`src/rtl/game_flow_ctrl.sv`:
```
// Top-level game sequencer: screen mode, level, lives and BCD score
// bookkeeping, with frame-counted dwell on intro and end screens.
module game_flow_ctrl #(
    parameter int NUM_LEVELS   = 5,
    parameter int LIVES        = 3,
    parameter int INBET_FRAMES = 120,
    parameter int END_FRAMES   = 180
) (
    input  logic        clk,
    input  logic        rst_n,
    input  logic        on_sw,
    input  logic        vsync,
    input  logic        start_btn,
    input  logic        player_hit,
    input  logic        level_clear,
    input  logic        score_inc,
    input  logic [3:0]  score_pts,
    output logic [2:0]  mode,
    output logic [2:0]  level,
    output logic [11:0] score,
    output logic [1:0]  lives,
    output logic        game_run,
    output logic        level_load
);

    typedef enum logic [2:0] {
        TITLE = 3'b000,
        GAME  = 3'b001,
        INTRO = 3'b010,
        WIN   = 3'b011,
        OVER  = 3'b100
    } state_e;

    localparam logic [2:0] LVL_LAST   = 3'(NUM_LEVELS);
    localparam logic [1:0] LIVES_INIT = 2'(LIVES);
    localparam logic [7:0] INBET_LIM  = 8'(INBET_FRAMES);
    localparam logic [7:0] END_LIM    = 8'(END_FRAMES);

    state_e      state_q, state_d;
    logic [7:0]  frame_cnt_q, frame_cnt_d;
    logic [2:0]  level_q, level_d;
    logic [11:0] score_q, score_d;
    logic [1:0]  lives_q, lives_d;
    logic        game_run_q, game_run_d;
    logic        level_load_q, level_load_d;
    logic        vsync_q, vsync_d;
    logic        start_s1_q, start_s1_d;
    logic        start_s2_q, start_s2_d;
    logic        start_s3_q, start_s3_d;
    logic        start_evt_q, start_evt_d;
    logic        frame_tick;
    logic [7:0]  cnt_inc;

    // Three-digit BCD add that saturates at 999; points above 9 clamp to 9.
    function automatic logic [11:0] bcd_add(input logic [11:0] s,
                                            input logic [3:0]  p);
        logic [3:0] pp;
        logic [4:0] o, t, h;
        pp = (p > 4'd9) ? 4'd9 : p;
        o  = {1'b0, s[3:0]} + {1'b0, pp};
        t  = {1'b0, s[7:4]};
        h  = {1'b0, s[11:8]};
        if (o > 5'd9) begin
            o = o - 5'd10;
            t = t + 5'd1;
        end
        if (t > 5'd9) begin
            t = t - 5'd10;
            h = h + 5'd1;
        end
        if (h > 5'd9) return 12'h999;
        return {h[3:0], t[3:0], o[3:0]};
    endfunction

    always_comb begin
        vsync_d     = vsync;
        start_s1_d  = start_btn;
        start_s2_d  = start_s1_q;
        start_s3_d  = start_s2_q;
        start_evt_d = start_s2_q & ~start_s3_q;
    end

    assign frame_tick = vsync_q & ~vsync;
    assign cnt_inc    = frame_cnt_q + 8'd1;

    always_comb begin
        state_d      = state_q;
        frame_cnt_d  = frame_cnt_q;
        level_d      = level_q;
        score_d      = score_q;
        lives_d      = lives_q;
        level_load_d = 1'b0;

        if (!on_sw) begin
            state_d     = TITLE;
            frame_cnt_d = 8'd0;
        end else begin
            unique case (state_q)
                TITLE: begin
                    if (start_evt_q) begin
                        level_d      = 3'd1;
                        score_d      = 12'h000;
                        lives_d      = LIVES_INIT;
                        frame_cnt_d  = 8'd0;
                        level_load_d = 1'b1;
                        state_d      = INTRO;
                    end
                end
                INTRO: begin
                    if (frame_tick) begin
                        frame_cnt_d = cnt_inc;
                        if (cnt_inc == INBET_LIM) begin
                            frame_cnt_d = 8'd0;
                            state_d     = GAME;
                        end
                    end
                end
                GAME: begin
                    if (score_inc) score_d = bcd_add(score_q, score_pts);
                    // A fatal hit wins over a same-cycle level clear.
                    if (player_hit && lives_q == 2'd1) begin
                        lives_d = 2'd0;
                        state_d = OVER;
                    end else begin
                        if (player_hit) lives_d = lives_q - 2'd1;
                        if (level_clear) begin
                            if (level_q == LVL_LAST) begin
                                state_d = WIN;
                            end else begin
                                level_d      = level_q + 3'd1;
                                frame_cnt_d  = 8'd0;
                                level_load_d = 1'b1;
                                state_d      = INTRO;
                            end
                        end
                    end
                end
                WIN, OVER: begin
                    if (frame_tick) begin
                        frame_cnt_d = cnt_inc;
                        if (cnt_inc == END_LIM) begin
                            frame_cnt_d = 8'd0;
                            state_d     = TITLE;
                        end
                    end
                end
                default: begin
                    state_d     = TITLE;
                    frame_cnt_d = 8'd0;
                end
            endcase
        end

        game_run_d = (state_d == GAME);
    end

    always_ff @(posedge clk or negedge rst_n) begin
        if (!rst_n) begin
            state_q      <= TITLE;
            frame_cnt_q  <= 8'd0;
            level_q      <= 3'd1;
            score_q      <= 12'h000;
            lives_q      <= LIVES_INIT;
            game_run_q   <= 1'b0;
            level_load_q <= 1'b0;
            vsync_q      <= 1'b1;
            start_s1_q   <= 1'b0;
            start_s2_q   <= 1'b0;
            start_s3_q   <= 1'b0;
            start_evt_q  <= 1'b0;
        end else begin
            state_q      <= state_d;
            frame_cnt_q  <= frame_cnt_d;
            level_q      <= level_d;
            score_q      <= score_d;
            lives_q      <= lives_d;
            game_run_q   <= game_run_d;
            level_load_q <= level_load_d;
            vsync_q      <= vsync_d;
            start_s1_q   <= start_s1_d;
            start_s2_q   <= start_s2_d;
            start_s3_q   <= start_s3_d;
            start_evt_q  <= start_evt_d;
        end
    end

    assign mode       = state_q;
    assign level      = level_q;
    assign score      = score_q;
    assign lives      = lives_q;
    assign game_run   = game_run_q;
    assign level_load = level_load_q;

endmodule
```
`config.mk`:
```
export PLATFORM = sky130hd
export DESIGN_NAME = game_flow_ctrl
export DESIGN_NICKNAME = d
export VERILOG_FILES = /design/src/rtl/game_flow_ctrl.sv
export SDC_FILE = /design/constraint.sdc
export NUM_CORES = 1
export LEC_CHECK = 0
export BUFFER_PORTS_ARGS = -buffer_cell sky130_fd_sc_hd__buf_2
export CORE_UTILIZATION = 35
export CTS_CLUSTER_DIAMETER = 60
export DETAILED_ROUTE_END_ITERATION = 10
export PLACE_DENSITY = 0.55
export REMOVE_ABC_BUFFERS = 1
export SYNTH_ARGS = -nofsm -noshare
export SYNTH_HDL_FRONTEND = slang
export SYNTH_SLANG_ARGS = --single-unit
```
`constraint.sdc`:
```
create_clock -name clk -period 7.6 [get_ports clk]
set_input_delay 0.76 -clock clk [delete_from_list [all_inputs] [get_ports clk]]
set_output_delay 0.76 -clock clk [all_outputs]
set_load 0.01 [all_outputs]
```
==> results of run 1 <==
cell families (layout without fill, tap and decap cells):
family	after synthesis	after routing	share of synthesized area
flip-flops	35	35	0.3621
multiplexers	10	10	0.04681
adder cells (fa/ha/maj)	13	13	0.06996
AO/OA/AOI/OAI	85	85	0.2567
buffers and inverters	23	55	0.04475
XOR/XNOR	5	5	0.01801
AND/OR/NAND/NOR	92	92	0.2017
metal layers:
| layer | part of all wire | vias to the layer above |
|---|---|---|
| met5 | 0 | - |
| met4 | 0.0079 | 0 |
| met3 | 0.032 | 4 |
| met2 | 0.47 | 26 |
| met1 | 0.49 | 995 |
| li1 | - | 1034 |
state kept, by name, summed over array words and instances, names as in the netlist, 2 cells and up:
register,cells
score,12
frame_cnt_q,8
level,3
mode,3
lives,2
stage by stage:
stage	power, uW	instances
2_1_floorplan	219.9	254
3_3_place_gp	235.1	367
3_5_place_dp	235.3	367
4_1_cts	371.8	375
5_1_grt	388.2	375
6_report	364.8	375
cells in the mapped netlist, types with 2 or more instances:
cell and n:
o2111ai_1 2, or3_1 2, xor2_1 2, dfstp_2 4
o21ai_1 3, clkbuf_1 4, o31ai_1 2, nor3b_1 4
a211o_1 2, xnor2_1 3, nand3_1 7, a21oi_1 8
or2_2 4, a31oi_1 4, a32o_1 4, buf_2 3
nor2b_1 8, nor3_1 4, nor2_1 11, o21a_1 3
o211ai_1 2, a21o_1 3, a211oi_1 4, o31a_1 3
a22o_1 2, a21oi_2 2, inv_1 14, nand2_1 28
mux2i_1 8, and2_1 5, nand2b_1 6, nand4_1 5
ha_1 12, dfrtp_1 31, a221oi_2 2, o21ai_0 22
o21bai_1 2
area by class of cell:
class	count	area (sq um)
fill	715	4030
multi-input combinational	205	1443
sequential	35	880.8
timing repair buffer	33	165.2
tap	80	100.1
clock buffer	6	72.57
inverter	14	52.55
clock inverter	2	12.51
path summary, 6_finish.rpt:
path                                   to  slack, ns  depth (start not counted)
setup / recovery                 score[5]       4.21                         12
hold / removal                 start_s2_q       0.35                          0
setup reg to reg                 score[5]       4.56                          9
hold reg to reg                start_s2_q       0.35                          0
max in group asynchronous        score[8]       6.56                          1
min in group asynchronous  frame_cnt_q[5]       0.55                          1
power groups by stage:
| stage | Clock, uW | Sequential [uW] | Combinational [uW] |
|---|---|---|---|
| after global placement | 0 | 197 | 37.9 |
| final | 134 | 194 | 37.3 |
| after global routing | 151 | 194 | 42.6 |
| after CTS | 140 | 194 | 38.4 |
| after floorplan | 0 | 198 | 22.0 |
| after detailed placement | 0 | 197 | 38.1 |
worst max-delay path: cells and delay by family:
kind / cells / cell delay [ns]
simple gates: 2 / 0.22
xor+xnor: 1 / 0.21
buf+inv: 2 / 0.16
mux: 1 / 0.62
fa+ha+maj: 2 / 0.56
compound gates: 4 / 1.03
==> impl_metrics.py, run 1 <==
metrics = {
    "sta": {
        "hold_viol": 0,
        "skew_ns": 0.008477,
        "setup_tns_ns": 0,
        "finalSetupViolations": 0,
        "layout_setup_ws_ns": 4.214,
        "period_share": 0.4455,
        "slew_headroom": 0.4796,
        "tightest_slew_ns": 0.7806,
        "min_period_ns": 3.386,
        "grt_setup_unrepaired": "false",
        "final_max_slew_viol_count": 0,
        "timing.fmax_ghz": 0.2953,
        "fin_hold_ws_ns": 0.3505,
    },
    "cts": {
        "cts_tree": "done",
        "clkLatencyLatePin_ns": 0.29,
        "cts-root-buf": "clkbuf_8",
        "clockBufferDepth": 2,
        "clk_pin_slew_worst_paths_ns": 0.07,
        "clock_sinks": 35,
        "numCtsBuffers": 5,
        "htree_levels": 2,
        "ctsResizeCount": 0,
        "cts_hold_buf": 0,
        "post-cts-setup-buffer-count": 0,
    },
    "routing": {
        "ant_nets": 0,
        "drtIter0Drc": 119,
        "via_count": 2059,
        "routedWlPerCell_um": 14.48,
        "routed_via_density": 5.491,
        "routed_wl_um": 5429,
        "drc": 0,
        "drtPass1Iterations": 5,
    },
    "die": {
        "die_w_um": 85.37,
        "core-area_sq_um": 6756,
        "fp.dieH_um": 85.37,
        "num_rows": 30,
        "ioPinCount": 34,
        "initial_core_util": 0.3600,
        "dieArea_sq_um": 7287,
    },
    "finish": {
        "final_nets": 319,
        "final_core_util": 0.4035,
        "area_growth_pct": 12.09,
        "drive_gt1_frac": 0.2102,
        "final_common_cell": "buf_2",
        "fin_area_sq_um": 2726,
        "antenna_cells": 0,
        "final_cell_mix": "buf_2, dfrtp_1, nand2_1",
    },
    "outcome": {
        "status": "complete, no violations",
    },
    "worst_setup_path": {
        "crit_start": "score_pts[3]",
        "cp_slowest_cell": "mux2i_4",
        "worst_path_largest_cell_delay_ns": 0.62,
        "crit_fanout": 15,
        "critical_path.cell_chain": "buf_2 -> o21ai_0 -> nand2b_1 -> ha_1 -> inv_1 -> fa_1 -> xor2_1 -> nand2_1 -> a311o_1 -> mux2i_4 -> a21oi_2 -> a32o_1",
        "crit_required_ns": 7.78,
        "start_kind": "primary input",
        "endpoint_kind": "register",
        "critPathKind": "in -> reg",
        "cp.arrival_ns": 3.56,
        "timing.rr.start": "score[0]",
    },
    "placement": {
        "post-dp-hpwl_um": 3995,
        "post_dp_cell_area_sq_um": 2641,
        "io_buffers": 33,
        "gp_congestion": 0.7492,
        "place_ws_ns": 3.931,
    },
    "power": {
        "pwr_density_cell_nw_per_um2": 133.8,
        "p_seq_frac": 0.531,
        "p_int_uw": 269.4,
        "power_leakage_uw": 0.001176,
        "p_clk_frac": 0.367,
        "combPwrFrac": 0.102,
        "p_switching_uw": 95.36,
        "vdd_drop_max_mv": 0.07282,
        "switching_share": 0.2614,
    },
    "synth": {
        "synth_cell_types": 65,
        "syn_area_per_cell_sq_um": 9.248,
        "yosys.area.top_type": "dfrtp_1",
        "synth_edf_count": 0,
        "syn_inst": 263,
        "synthFlopType": "dfrtp_1",
        "ys_seq_area_frac": 0.3621,
        "async_flop_share": 1.000,
        "yosys_warnings": 0,
        "synth-seq-cells": 35,
        "netlist_top_cells_area": "dfrtp_1, ha_1, o21ai_0, dfstp_2, nand2_1",
        "netlist.area_leader.share": 0.3189,
        "syn-cell-area_sq_um": 2432,
    },
    "global_routing": {
        "grt_pass1_vias": 1957,
        "grt_first_pass_wirelength_um": 9377,
        "use_met1": 0.2150,
        "busiest_layer": "met2",
        "grt_usage": 0.1608,
        "grt_max_degree": 36,
        "gr-total-overflow": 0,
        "met2_usage": 0.2647,
        "gr-usage-met3": 0.03502,
        "grt_antenna_before_repair": 0,
    },
    "hold_path": {
        "min-delay-start": "start_s1_q",
        "hold_path_class": "reg -> reg",
    },
    "flow_run": {
        "drv_cap": 0,
    },
}
(Power assumes the default switching activity.)
==> run 2, diff against run 1 <==
- PLACE_DENSITY: 0.55 -> 0.57
- clock period: 7.6 -> 3 ns (I/O delays scaled with it)
==> run 2 against run 1 <==
Against the previous run:
- register-to-register slack got worse by 4.3 ns
- first-iteration DRC count decreased by 21%
- routed wire length is 1.2% higher
- critical endpoint is now score[7]
- largest power group unchanged
- highest routed layer unchanged
==> impl_metrics.py, run 2 (synthesized netlist as in run 1, its figures left out) <==
metrics = {
    "die": {
        "dieArea_sq_um": 7287,
        "fp.dieH_um": 85.37,
        "die_w_um": 85.37,
        "core-area_sq_um": 6756,
        "initial_core_util": 0.3600,
        "num_rows": 30,
        "ioPinCount": 34,
    },
    "routing": {
        "drtIter0Drc": 94,
        "drc": 0,
        "ant_nets": 0,
        "routedWlPerCell_um": 14.30,
        "wl_met2_um": 2595,
        "highest_layer": "met4",
        "dr_wl_met3_um": 175,
        "routed_wl_um": 5492,
        "routed_via_density": 5.440,
        "via_count": 2089,
        "m1WireLength_um": 2686,
        "drtPass1Iterations": 4,
    },
    "worst_setup_path": {
        "worst_path_largest_cell_delay_ns": 0.46,
        "cp.arrival_ns": 2.93,
        "rr_worst_depth": 10,
        "cp_slowest_cell": "a311o_2",
        "crit_required_ns": 3.18,
        "crit_fanout": 5,
        "endpoint_kind": "register",
        "start_kind": "register",
        "critPathKind": "reg -> reg",
        "critical_path.cell_chain": "ha_1 -> inv_1 -> fa_1 -> xor2_2 -> nand2_1 -> a311o_2 -> buf_4 -> or2_2 -> a221oi_1 -> o21ai_1",
    },
    "global_routing": {
        "grt_pass1_vias": 1991,
        "grt_first_pass_wirelength_um": 9384,
        "grt_usage": 0.1609,
        "grt_max_degree": 36,
        "grt_antenna_before_repair": 0,
        "gr-total-overflow": 0,
    },
    "finish": {
        "final_nets": 328,
        "final_common_cell": "buf_2",
        "antenna_cells": 0,
        "area_growth_pct": 15.89,
        "largest_register_ffs": 12,
        "drive_gt1_frac": 0.2434,
        "final_cell_mix": "buf_2, dfrtp_1, nand2_1",
    },
    "cts": {
        "clock_sinks": 35,
        "clk_pin_slew_worst_paths_ns": 0.08,
        "clkLatencyLatePin_ns": 0.29,
        "htree_levels": 2,
        "numCtsBuffers": 5,
        "clockBufferDepth": 2,
        "cts-root-buf": "clkbuf_8",
        "cts_tree": "done",
        "cts_hold_buf": 0,
    },
    "power": {
        "p_seq_frac": 0.520,
        "p_int_uw": 687.8,
        "switching_share": 0.2706,
        "p_clk_frac": 0.371,
        "vdd_drop_max_mv": 0.2115,
        "p_switching_uw": 255.1,
        "combPwrFrac": 0.109,
        "power_leakage_uw": 0.001226,
        "p_total_uw": 942.9,
        "pwr_density_cell_nw_per_um2": 334.5,
    },
    "outcome": {
        "status": "complete, no violations",
    },
    "hold_path": {
        "hold_path_class": "in -> async",
    },
    "placement": {
        "place_ws_ns": 0.002146,
        "io_buffers": 33,
        "post-dp-hpwl_um": 3973,
        "gp_congestion": 0.7630,
    },
    "sta": {
        "hold_viol": 0,
        "min_period_ns": 2.749,
        "final_max_slew_viol_count": 0,
        "grt_setup_unrepaired": "false",
        "period_share": 0.9164,
        "setup_tns_ns": 0,
        "skew_ns": 0.01038,
        "finalSetupViolations": 0,
        "slew_headroom": 0.4793,
        "layout_setup_ws_ns": 0.2507,
        "tightest_slew_ns": 0.7811,
        "timing.fmax_ghz": 0.3637,
    },
    "flow_run": {
        "drv_cap": 0,
    },
}
[run 2: final cells by class]
| class | count | area [sq um] |
|---|---|---|
| fillers | 674 | 3938 |
| multi-input cells | 205 | 1451 |
| repair buffers | 42 | 245.2 |
| flip-flops and latches | 35 | 880.8 |
| inverters | 14 | 52.55 |
| clock buffers | 5 | 68.82 |
| clock inverters | 3 | 20.02 |
| well taps | 80 | 100.1 |
[run 2: worst max-delay path: cells and delay by family, from the launching register on]
family | cells | cell delay, ns
adders and majority gates | 2 | 0.60
DFF | 1 | 0.38
AOI/OAI and AO/OA | 3 | 0.83
buffers and inverters | 2 | 0.24
xor gates and xnor gates | 1 | 0.18
and+or+nand+nor | 2 | 0.40
[run 2: final timing paths]
check / from / endpoint / slack (ns)
setup / recovery: score[0] / score[7] / 0.25
hold / removal: rst_n / frame_cnt_q[7] / 0.08
setup reg to reg: score[0] / score[7] / 0.25
hold reg to reg: start_s1_q / start_s2_q / 0.36
max in group asynchronous: rst_n / start_s3_q / 2.41
min in group clk: start_btn / start_s1_q / 0.12
[run 2: through the flow]
step	hold slack (ns)	utilization	std cells	area, sq um
after floorplan	0.004409	-	254	2376
after global placement	0.3344	0.3994	373	2699
after detailed placement	0.3470	0.3994	373	2699
after CTS	0.1118	0.4126	381	2788
after global routing	0.1061	0.4172	384	2819
final	0.08347	0.4172	384	2819
[run 2: timing repair]
item | 4_1_cts | 5_1_grt
setup buffers | 0 | 3
endpoints found under the setup margin | 0 | 10
resized for setup | 0 | 2
[run 2: power by group through the flow]
| stage | sequential [uW] | clock [uW] | combinational [uW] |
|---|---|---|---|
| floorplan | 501 | 0 | 55.7 |
| global route | 492 | 380 | 117 |
| detailed placement | 500 | 0 | 99.1 |
| CTS | 490 | 362 | 99.9 |
| global placement | 499 | 0 | 98.4 |
| finish | 490 | 350 | 102 |
[run 2: routing by layer]
| metal | vias up | GRT usage |
|---|---|---|
| li1 | 1054 | - |
| met2 | 29 | 0.2632 |
| met5 | - | 0 |
| met4 | 0 | 0.05303 |
| met1 | 1004 | 0.2095 |
| met3 | 2 | 0.03891 |
